$ cat src/rtl/uart_rx_param.sv
// Parametrised UART receiver: 2-flop synchroniser, 3-sample majority vote, valid/ready output.
// Break detection is compiled in only when UART_RX_BREAK_DETECT_EN is defined.
module uart_rx_param #(
    parameter int DATA_BITS  = 8,
    parameter int OVERSAMPLE = 16,
    parameter int PARITY     = 0,
    parameter int STOP_BITS  = 1
) (
    input  logic                 Clk,
    input  logic                 Reset,
    input  logic                 Serin,
    output logic [DATA_BITS-1:0] DataOut,
    output logic                 Valid,
    input  logic                 Ready,
    output logic                 ParityErr,
    output logic                 FrameErr,
    output logic                 Overrun,
    output logic                 Busy,
    output logic                 SampleFlag,
    output logic                 Break
);
    localparam int CNT_W = $clog2(OVERSAMPLE);
    localparam int IDX_W = $clog2(DATA_BITS);
    localparam logic [CNT_W-1:0] HALF_DELAY = CNT_W'(OVERSAMPLE / 2 - 1);
    localparam logic [CNT_W-1:0] BIT_DELAY  = CNT_W'(OVERSAMPLE - 1);
    localparam logic [IDX_W-1:0] LAST_IDX   = IDX_W'(DATA_BITS - 1);
    localparam logic             STOP_LAST  = 1'(STOP_BITS - 1);

    localparam logic [2:0] ST_IDLE     = 3'd0;
    localparam logic [2:0] ST_START    = 3'd1;
    localparam logic [2:0] ST_DATA     = 3'd2;
    localparam logic [2:0] ST_PARITY   = 3'd3;
    localparam logic [2:0] ST_STOP     = 3'd4;
    localparam logic [2:0] ST_DONE     = 3'd5;
    localparam logic [2:0] ST_BRK_WAIT = 3'd6;

    logic [2:0]           state;
    logic                 sync1, s, s_d1, s_d2;
    logic                 m, fall, tick;
    logic [CNT_W-1:0]     delay;
    logic [IDX_W-1:0]     bit_idx;
    logic                 stop_idx;
    logic [DATA_BITS-1:0] shreg;
    logic                 par_bit;
    logic                 frame_bad;
    logic                 perr_calc;
    logic                 is_break;
    logic                 deliver, load, drop, handshake;
    logic                 drop_pend;

    // NOTE: synchroniser flops reset to 1 so a reset release on an idle line never looks like a start edge.
    always_ff @(posedge Clk or negedge Reset) begin
        if (!Reset) begin
            sync1 <= 1'b1;
            s     <= 1'b1;
            s_d1  <= 1'b1;
            s_d2  <= 1'b1;
        end else begin
            sync1 <= Serin;
            s     <= sync1;
            s_d1  <= s;
            s_d2  <= s_d1;
        end
    end

    assign m    = (s & s_d1) | (s & s_d2) | (s_d1 & s_d2);
    assign fall = !s && s_d1;
    assign tick = (delay == '0);

    assign Busy       = (state != ST_IDLE);
    assign SampleFlag = tick && (state == ST_START || state == ST_DATA ||
                                 state == ST_PARITY || state == ST_STOP);
    assign perr_calc  = (PARITY != 0) && (((^shreg) ^ par_bit) != (PARITY == 1));

    // NOTE: all sequential state uses non-blocking assignments so every flop sees pre-edge values.
    always_ff @(posedge Clk or negedge Reset) begin
        if (!Reset) begin
            state     <= ST_IDLE;
            delay     <= '0;
            bit_idx   <= '0;
            stop_idx  <= 1'b0;
            shreg     <= '0;
            par_bit   <= 1'b0;
            frame_bad <= 1'b0;
        end else begin
            case (state)
                ST_IDLE: begin
                    stop_idx  <= 1'b0;
                    frame_bad <= 1'b0;
                    par_bit   <= 1'b0;
                    if (fall) begin
                        state <= ST_START;
                        delay <= HALF_DELAY;
                    end
                end
                ST_START: begin
                    if (tick) begin
                        if (!m) begin
                            state   <= ST_DATA;
                            delay   <= BIT_DELAY;
                            bit_idx <= '0;
                        end else begin
                            state <= ST_IDLE;
                        end
                    end else begin
                        delay <= delay - 1'b1;
                    end
                end
                ST_DATA: begin
                    if (tick) begin
                        shreg[bit_idx] <= m;
                        delay          <= BIT_DELAY;
                        if (bit_idx == LAST_IDX) begin
                            state <= (PARITY != 0) ? ST_PARITY : ST_STOP;
                        end else begin
                            bit_idx <= bit_idx + 1'b1;
                        end
                    end else begin
                        delay <= delay - 1'b1;
                    end
                end
                ST_PARITY: begin
                    if (tick) begin
                        par_bit <= m;
                        delay   <= BIT_DELAY;
                        state   <= ST_STOP;
                    end else begin
                        delay <= delay - 1'b1;
                    end
                end
                ST_STOP: begin
                    if (tick) begin
                        if (!m) frame_bad <= 1'b1;
                        delay <= BIT_DELAY;
                        if (stop_idx == STOP_LAST) state <= ST_DONE;
                        else stop_idx <= 1'b1;
                    end else begin
                        delay <= delay - 1'b1;
                    end
                end
                ST_DONE:     state <= is_break ? ST_BRK_WAIT : ST_IDLE;
                ST_BRK_WAIT: if (s) state <= ST_IDLE;
                default:     state <= ST_IDLE;
            endcase
        end
    end

    assign deliver   = (state == ST_DONE) && !is_break;
    assign handshake = Valid && Ready;
    assign load      = deliver && (!Valid || Ready);
    assign drop      = deliver && Valid && !Ready;

    // A drop marks the held word; Overrun survives that word's handshake and clears on the next clean one.
    always_ff @(posedge Clk or negedge Reset) begin
        if (!Reset) begin
            DataOut   <= '0;
            Valid     <= 1'b0;
            ParityErr <= 1'b0;
            FrameErr  <= 1'b0;
            Overrun   <= 1'b0;
            drop_pend <= 1'b0;
        end else begin
            if (load) begin
                DataOut   <= shreg;
                ParityErr <= perr_calc;
                FrameErr  <= frame_bad;
                Valid     <= 1'b1;
            end else if (handshake) begin
                Valid <= 1'b0;
            end

            if (drop) begin
                Overrun   <= 1'b1;
                drop_pend <= 1'b1;
            end else if (handshake) begin
                if (drop_pend) drop_pend <= 1'b0;
                else Overrun <= 1'b0;
            end
        end
    end

`ifdef UART_RX_BREAK_DETECT_EN
    logic stop_high;

    always_ff @(posedge Clk or negedge Reset) begin
        if (!Reset) begin
            stop_high <= 1'b0;
            Break     <= 1'b0;
        end else begin
            if (state == ST_IDLE) stop_high <= 1'b0;
            else if (state == ST_STOP && tick && m) stop_high <= 1'b1;
            Break <= (state == ST_DONE) && is_break;
        end
    end

    assign is_break = (shreg == '0) && ((PARITY == 0) || !par_bit) && !stop_high;
`else
    assign is_break = 1'b0;
    assign Break    = 1'b0;
`endif

endmodule

$ cat config.mk
export PLATFORM = sky130hd
export DESIGN_NAME = uart_rx_param
export DESIGN_NICKNAME = d
export VERILOG_FILES = /design/src/rtl/uart_rx_param.sv
export SDC_FILE = /design/constraint.sdc
export NUM_CORES = 1
export LEC_CHECK = 0
export CAP_MARGIN = 20
export CELL_PAD_IN_SITES_DETAIL_PLACEMENT = 1
export CELL_PAD_IN_SITES_GLOBAL_PLACEMENT = 2
export CORE_ASPECT_RATIO = 0.9
export CORE_MARGIN = 10
export CORE_UTILIZATION = 34
export DETAILED_ROUTE_END_ITERATION = 16
export PLACE_DENSITY = 0.76
export SLEW_MARGIN = 5
export SYNTH_ARGS = -nofsm -noshare
export SYNTH_HDL_FRONTEND = slang
export SYNTH_SLANG_ARGS = --single-unit
$ cat constraint.sdc
create_clock -name Clk -period 1.9 [get_ports Clk]
set_input_delay 0.57 -clock Clk [delete_from_list [all_inputs] [get_ports Clk]]
set_output_delay 0.57 -clock Clk [all_outputs]
set_load 0.05 [all_outputs]
==> results_dict.tcl, run 1 <==
set metrics [dict create \
    cts_max_level 2 \
    met1_length_um 1850 \
    finalNonFillerCells 252 \
    cts_buffer_depth 2 \
    via_per_inst 5.03 \
    drive_above_1_share_pct 41.7 \
    grt-ovfl-total 0 \
    place.gp.congestion 0.771 \
    final_area_um2 2310 \
    yosys-top-cells-area "dfrtp_1 46%, mux2_4 7.7%, dfstp_2 6.0%" \
    area_delta_synth_final_pct 31.5 \
    grt_max_degree 37 \
    fin_ws_ns -0.209 \
    cp_max_fo 2 \
    grt_pass1_wl_um 7220 \
    cts_made_buffers 5 \
    min_period_ns 2.11 \
    numPortBuffers 16 \
    route.met3.wl_um 177 \
    ys_warn_count 0 \
    initial_core_util_pct 35.7 \
    drc_errors 0 \
    outcome "finished with violations" \
    ys_types 51 \
    place_inst 239 \
    cp.arrival_ns 1.54 \
    cts_root_buf "clkbuf_8" \
    finalSetupViolCount 1 \
    skew_ns 0.0111 \
    track_usage_pct 10.9 \
    hp-class "reg -> reg" \
    final_nets 193 \
    power.total_mw 2.50 \
    yosys_register_bits 36 \
    fp.dieW_um 95.8 \
    grt_pass1_vias 1402 \
    clock_latency_ns 0.30 \
    crit_type "reg -> out" \
    netlist_instances 146 \
    io_pins 19 \
    hold_viol_final 0 \
    num_vias 1268 \
    finalMaxSlewViolations 0 \
    met2WireLength_um 2130 \
    finalCritPeriodShare_pct 111 \
    final_cell_mix "32 x dfrtp_1, 30 x buf_4, 10 x mux2_4" \
    ys.flop_type "dfrtp_1" \
    dieArea_um2 8460 \
    postCtsHoldBufs 0 \
    power.density_nw_per_um2 1080 \
    fmax_mhz 474 \
    top_layer "met4" \
    end_kind "output pin" \
    routed_wl_um 4240 \
    rows 24 \
    power_leakage_nw 1.07 \
    avgSynthCellArea_um2 12.0 \
    clk_pin_slew_ns 0.07 \
    cts_sinks 36 \
    rsz0062_at_grt "true" \
    drt-pass1-iter-count 3 \
    ir_worst_vdd_mv 0.519 \
    layout_commonest_cell "dfrtp_1" \
    die_h_um 88.2 \
    cts_tree "done" \
    postPlaceCellArea_um2 2140 \
    dp_hpwl_um 3080 \
    antenna_found_initial 0 \
    critPathLaunchType "flip-flop" \
    failed_checks "negative setup slack" \
    synth_top_area_share_pct 45.5 \
    core_um2 4920 \
    synthArstFlopShare_pct 100 \
    drtIter0Drc 54 \
    ys_seq_area_share_pct 51.5 \
    diodes 0 \
    syn_area_um2 1760 \
    synth-edff-count 0 \
    yosys.area.top_type "dfrtp_1" \
    wl_per_cell_um 16.8 \
    required_ns 1.33 \
    ant_nets 0 \
    drv_cap 0 \
]
## what timing repair did
item                       in CTS  in global routing
setup endpoints to repair       2                  5
cloned                          0                  0
buffers inserted                3                  2
pin swaps                       0                  1
resized for setup               2                  4
hold endpoints to repair        0                  0
## metrics by stage
step                      setup TNS (ns)  utilization, %  hold WS, ns  worst slack (ns)
final                             -0.209            47.0        0.357            -0.209
after global routing              -0.307            47.0        0.362            -0.264
after CTS                         -0.210            46.4        0.358            -0.210
after detailed placement               0            43.5        0.348            0.0302
after global placement                 0            43.5        0.348            0.0653
after floorplan                        0               -        0.274            0.0134
## power by group
group	switching (mW)	internal [mW]
Sequential	0.0680	0.847
Combinational	0.487	0.419
Clock	0.294	0.388
## cell type report
cell class	count	area [um2]
fill	544	2610
tap	65	81.3
clock inverter	3	42.5
multi-input combinational	96	826
inverter	9	33.8
timing repair buffer	38	355
sequential	36	906
clock buffer	5	68.8
## worst max-delay path, cell delays in order, from the launching register on
cell     delay [ns]
dfrtp_1        0.39
inv_2          0.09
ha_4           0.13
or3b_4         0.39
nor2_4         0.11
buf_12         0.14
## cells in the mapped netlist, types with 2 or more instances
cell and number:
dfrtp_1 32, inv_1 9, mux2_4 9, nand2_1 9, mux2_1 7, o21ai_0 6, a21oi_1 4, dfstp_2 4
nand3_1 4, nor2_1 4, nor3_1 4, a31oi_1 3, ha_1 3, nand4_1 3, and2b_1 2, buf_2 2
buf_4 2, mux2_2 2, mux2i_1 2, nor3b_1 2, o21a_1 2, o21ai_1 2
## cell families (layout without fill, tap and decap cells)
| logic type | Yosys count | after routing | synth area share, % |
|---|---|---|---|
| other | 1 | 2 | 0.213 |
| flip-flops | 36 | 36 | 51.5 |
| multiplexers | 20 | 20 | 14.6 |
| adder cells (fa/ha/maj) | 4 | 4 | 2.77 |
| buffers and inverters | 15 | 55 | 4.20 |
| AND/OR/NAND/NOR | 42 | 42 | 15.9 |
| AO/OA/AOI/OAI | 28 | 28 | 10.9 |
## registers in the layout (all words and copies together), names as in the netlist
name / cells
sync1: 1
drop_pend: 1
bit_idx: 3
state: 3
Valid: 1
s_d1: 1
delay: 4
stop_idx: 1
Overrun: 1
s_d2: 1
shreg: 8
s: 1
DataOut: 8
FrameErr: 1
frame_bad: 1
## worst paths after layout
| check | startpoint | slack [ns] | cells past startpoint | end |
|---|---|---|---|---|
| max | delay[0] | -0.21 | 5 | SampleFlag |
| min | sync1 | 0.36 | 0 | s |
| max reg2reg | delay[0] | 0.05 | 7 | shreg[3] |
| min reg2reg | sync1 | 0.36 | 0 | s |
| max in group asynchronous | Reset | 1.00 | 2 | s_d2 |
| min in group asynchronous | Reset | 0.65 | 2 | DataOut[2] |
## routing by layer
metal	vias to the layer above	GRT usage [%]
met5	-	0
met4	0	4.02
met3	8	2.96
met2	18	18.2
met1	643	13.0
li1	599	-
Power figures use the tool's default switching activity.
==> inputs of run 2 (changes only) <==
--- a/config.mk
+++ b/config.mk
@@ -12,6 +12,7 @@
 export CORE_MARGIN = 10
 export CORE_UTILIZATION = 34
 export DETAILED_ROUTE_END_ITERATION = 16
+export GPL_TIMING_DRIVEN = 0
 export PLACE_DENSITY = 0.76
 export SLEW_MARGIN = 5
 export SYNTH_ARGS = -nofsm -noshare
==> results_dict.tcl, run 2 (synthesized netlist as in run 1, its figures left out) <==
set metrics [dict create \
    outcome "finished with violations" \
    failed_checks "negative setup slack" \
    die_h_um 88.2 \
    whs_ns 0.365 \
    via_per_inst 5.01 \
    holdPathEnd "s" \
    cp_max_fo 4 \
    r2r_cells 7 \
    power.density_nw_per_um2 1070 \
    dp_hpwl_um 2880 \
    critPathLaunchType "flip-flop" \
    clk_pin_slew_ns 0.07 \
    required_ns 1.33 \
    fin_ws_ns -0.224 \
    clock_power_share_pct 24.1 \
    fp.dieW_um 95.8 \
    numPortBuffers 16 \
    wl_per_cell_um 16.5 \
    cts_made_buffers 5 \
    hp-class "reg -> reg" \
    tightest_slew_ns 0.811 \
    finalMaxSlewViolations 0 \
    diodes 0 \
    io_pins 19 \
    cts_sinks 36 \
    holdPathStages 0 \
    num-fill-cells 547 \
    ff_latch_area_um2 906 \
    crit_type "reg -> out" \
    power_frac_comb_pct 39.1 \
    finalSetupViolCount 3 \
    area_delta_synth_final_pct 33.4 \
    grt_max_degree 37 \
    skew_ns 0.00703 \
    finalSetupTns_ns -0.374 \
    r2r_end "shreg[3]" \
    power_frac_seq_pct 36.8 \
    hold_viol_final 0 \
    ant_nets 0 \
    p_switching_uw 851 \
    cp.arrival_ns 1.55 \
    initial_core_util_pct 35.7 \
    layout_commonest_cell "dfrtp_1" \
    place.gp.congestion 0.815 \
    rows 24 \
    fmax_mhz 471 \
    drc_errors 0 \
    drive_above_1_share_pct 38.7 \
    num_vias 1282 \
    track_usage_pct 10.1 \
    ir_worst_vdd_mv 0.546 \
    drtIter0Drc 64 \
    routed_wl_um 4230 \
    cts_buffer_depth 2 \
    top_regs "DataOut x8, shreg x8, delay x4" \
    p_int_mw 1.66 \
    grt-ovfl-total 0 \
    power_leakage_nw 1.11 \
    hp-start "sync1" \
    finalCritPeriodShare_pct 112 \
    dieArea_um2 8460 \
    cts_root_buf "clkbuf_8" \
    r2r-start "delay[0]" \
    rsz0062_at_grt "true" \
    final_cell_mix "32 x dfrtp_1, 19 x buf_4, 12 x mux2_4" \
    p_sw_share_pct 33.9 \
    antenna_found_initial 0 \
    grt_pass1_wl_um 6720 \
    final_nets 197 \
    postCtsHoldBufs 0 \
    relSlewSlack_pct 45.9 \
    core_um2 4920 \
    clock_latency_ns 0.29 \
    end_kind "output pin" \
    cts_tree "done" \
    min_period_ns 2.12 \
    multiInputGateArea_um2 853 \
    cts_max_level 2 \
    drv_cap 0 \
    drt-pass1-iter-count 4 \
    r2r_setup_slack_ns -0.02 \
    grt_pass1_vias 1363 \
]
-- run 2: power groups by stage --
stage | Combinational (mW) | Sequential [mW] | Clock, mW
global route | 1.06 | 0.935 | 0.660
CTS | 0.812 | 0.917 | 0.617
finish | 0.981 | 0.923 | 0.604
detailed placement | 0.656 | 0.944 | 0
global placement | 0.625 | 0.937 | 0
floorplan | 0.484 | 0.933 | 0
-- run 2: final cells by class --
| type | instances | area share, % |
|---|---|---|
| Multi-Input combinational cell | 96 | 36.4 |
| Sequential cell | 36 | 38.6 |
| Clock buffer | 8 | 4.26 |
| Buffer | 6 | 2.24 |
| Inverter | 9 | 1.55 |
| Timing Repair Buffer | 36 | 13.5 |
| Tap cell | 65 | 3.46 |
-- run 2: metrics by stage --
step | std cells | setup slack [ns] | total power, mW | utilization [%] | area (um2)
global route | 256 | -0.290 | 2.66 | 47.7 | 2350
finish | 256 | -0.224 | 2.51 | 47.7 | 2350
floorplan | 147 | 0.0134 | 1.42 | - | 1790
detailed placement | 228 | -0.688 | 1.60 | 41.1 | 2020
CTS | 244 | -0.240 | 2.35 | 44.6 | 2190
global placement | 228 | -0.657 | 1.56 | 41.2 | 2030
-- run 2: layer usage --
layer | global-route usage (%) | wire [um]
met1 | 11.7 | 1920
met5 | 0 | 0
met2 | 17.0 | 2060
met3 | 3.39 | 202
met4 | 4.02 | 43
-- run 2: critical path: stages (launching register included) --
cell and delay, ns:
dfrtp_1 0.39, inv_2 0.08, ha_4 0.14, or3b_4 0.39, nor2_4 0.10, buf_8 0.15
-- run 2: what timing repair did --
action,4_1_cts,5_1_grt
setup endpoints to repair,15,19
pin swaps,2,4
resized for setup,34,13
setup buffers,8,13
-- run 2: worst max-delay path by stage --
stage | startpoint | cells past startpoint | to
floorplan | delay[1] | 4 | SampleFlag
global placement | delay[1] | 5 | SampleFlag
detailed placement | delay[1] | 5 | SampleFlag
CTS | delay[1] | 5 | SampleFlag
global route | delay[0] | 5 | SampleFlag
finish | delay[0] | 5 | SampleFlag
==> inputs of run 3 (changes only) <==
--- a/config.mk
+++ b/config.mk
@@ -10,10 +10,10 @@
 export CELL_PAD_IN_SITES_GLOBAL_PLACEMENT = 2
 export CORE_ASPECT_RATIO = 0.9
 export CORE_MARGIN = 10
-export CORE_UTILIZATION = 34
+export CORE_UTILIZATION = 37
 export DETAILED_ROUTE_END_ITERATION = 16
 export GPL_TIMING_DRIVEN = 0
-export PLACE_DENSITY = 0.76
+export PLACE_DENSITY = 0.78
 export SLEW_MARGIN = 5
 export SYNTH_ARGS = -nofsm -noshare
 export SYNTH_HDL_FRONTEND = slang
==> constraint.sdc (replaced) <==
create_clock -name Clk -period 2 [get_ports Clk]
set_input_delay 0.6 -clock Clk [delete_from_list [all_inputs] [get_ports Clk]]
set_output_delay 0.6 -clock Clk [all_outputs]
set_load 0.05 [all_outputs]
==> results_dict.tcl, run 3 (synthesized netlist as in run 1, its figures left out) <==
set metrics [dict create \
    outcome "finished with violations" \
    failed_checks "negative setup slack" \
    postPlaceCellArea_um2 2000 \
    drt-pass1-iter-count 4 \
    holdPathStages 0 \
    skew_ns 0.00787 \
    die_h_um 85.4 \
    drv_cap 0 \
    routed_wl_um 4020 \
    drtIter0Drc 55 \
    via_per_inst 5.05 \
    rows 23 \
    finalCritPeriodShare_pct 110 \
    ant_nets 0 \
    crit_type "reg -> out" \
    r2r_end "shreg[5]" \
    power_leakage_nw 1.04 \
    grt_pass1_wl_um 6830 \
    hold_viol_final 0 \
    io_pins 19 \
    required_ns 1.40 \
    top_regs "DataOut x8, shreg x8, delay x4" \
    path_cells "inv_2, ha_4, or3b_4, nor2_4, buf_8" \
    clk_pin_slew_ns 0.07 \
    cp_slowest_cell "dfrtp_1" \
    hp-start "sync1" \
    track_usage_pct 10.8 \
    cp_max_fo 6 \
    hp-class "reg -> reg" \
    cts_made_buffers 5 \
    critical_path.top_delay_family "simple AND/OR/NAND/NOR gates" \
    grt_pass1_vias 1339 \
    cts_max_level 2 \
    area_delta_synth_final_pct 26.4 \
    final_cell_mix "32 x dfrtp_1, 12 x buf_4, 10 x dlygate4sd2_1" \
    fp.dieW_um 92.7 \
    critPathLaunchType "flip-flop" \
    worst-path-buf-inv 2 \
    core_um2 4520 \
    finalSetupTns_ns -0.192 \
    postCtsHoldBufs 0 \
    post-place-ws_ns -0.762 \
    relSlewSlack_pct 46.5 \
    min_period_ns 2.19 \
    slowest_delay_ns 0.40 \
    cts_root_buf "clkbuf_8" \
    cp.arrival_ns 1.59 \
    finalSetupViolCount 2 \
    diodes 0 \
    antenna_found_initial 0 \
    r2r-start "delay[0]" \
    r2r_setup_slack_ns 0.01 \
    clock_latency_ns 0.29 \
    cts_sinks 36 \
    tightest_slew_ns 0.802 \
    numPortBuffers 16 \
    grt_max_degree 37 \
    power.density_nw_per_um2 1010 \
    cts_tree "done" \
    rsz0062_at_grt "true" \
    cts_buffer_depth 2 \
    initial_core_util_pct 38.9 \
    whs_ns 0.357 \
    layout_commonest_cell "dfrtp_1" \
    r2r_cells 6 \
    holdPathEnd "s" \
    wl_per_cell_um 16.5 \
    final_nets 188 \
    fin_util_pct 49.2 \
    grt-ovfl-total 0 \
    fin_ws_ns -0.191 \
    ir_worst_vdd_mv 0.480 \
    finalMaxSlewViolations 0 \
    num_vias 1232 \
    end_kind "output pin" \
    drc_errors 0 \
    drive_above_1_share_pct 32.4 \
    dieArea_um2 7920 \
    final_area_um2 2220 \
    place.gp.congestion 0.815 \
    fmax_mhz 456 \
    dp_hpwl_um 2770 \
]
## run 3: worst max-delay path by stage
| stage | startpoint | endpoint | depth (start not counted) |
|---|---|---|---|
| floorplan | delay[0] | SampleFlag | 4 |
| global placement | delay[0] | SampleFlag | 5 |
| detailed placement | delay[0] | SampleFlag | 5 |
| CTS | delay[0] | SampleFlag | 5 |
| global route | state[0] | SampleFlag | 5 |
| finish | delay[0] | SampleFlag | 5 |
## run 3: what timing repair did
action / 4_1_cts / 5_1_grt
gates cloned: 0 / 0
setup buffers: 4 / 7
gates resized for setup: 32 / 7
endpoints found under the setup margin: 15 / 6
hold endpoints to repair: 0 / 0
pin swaps: 1 / 2
## run 3: final cells by class
| cell class | instances | area (um2) |
|---|---|---|
| fill | 492 | 2290 |
| sequential | 36 | 906 |
| multi-input combinational | 96 | 820 |
| timing repair buffer | 27 | 244 |
| clock buffer | 8 | 90.1 |
| tap | 62 | 77.6 |
| buffer | 6 | 52.6 |
| inverter | 9 | 33.8 |
## run 3: worst reg2reg max path, stage by stage (launching register included)
cell     delay [ns]
dfrtp_1        0.40
inv_2          0.08
ha_4           0.16
nor3b_2        0.48
nand2_1        0.16
nor3_1         0.24
mux2_1         0.35
## run 3: routing by layer
metal  GRT usage, %  wire (um)  share of wire (%)  vias to the layer above
li1               -          -                  -                      593
met1           13.0       1830                 45                      615
met2           17.3       1930                 48                       15
met3           3.08        154                3.8                        9
met4           5.60        106                2.6                        0
met5              0          0                  0                        -
## run 3: power breakdown
part	internal, mW	leakage (nW)	switching, mW
Clock	0.281	0.0455	0.255
Sequential	0.805	0.468	0.0735
Combinational	0.393	0.528	0.440
Total	1.48	1.04	0.768
## run 3: stage by stage
step | power (mW) | std cells
final | 2.25 | 244
after detailed placement | 1.48 | 225
after global placement | 1.45 | 225
after CTS | 2.12 | 237
after floorplan | 1.32 | 147
after global routing | 2.39 | 244
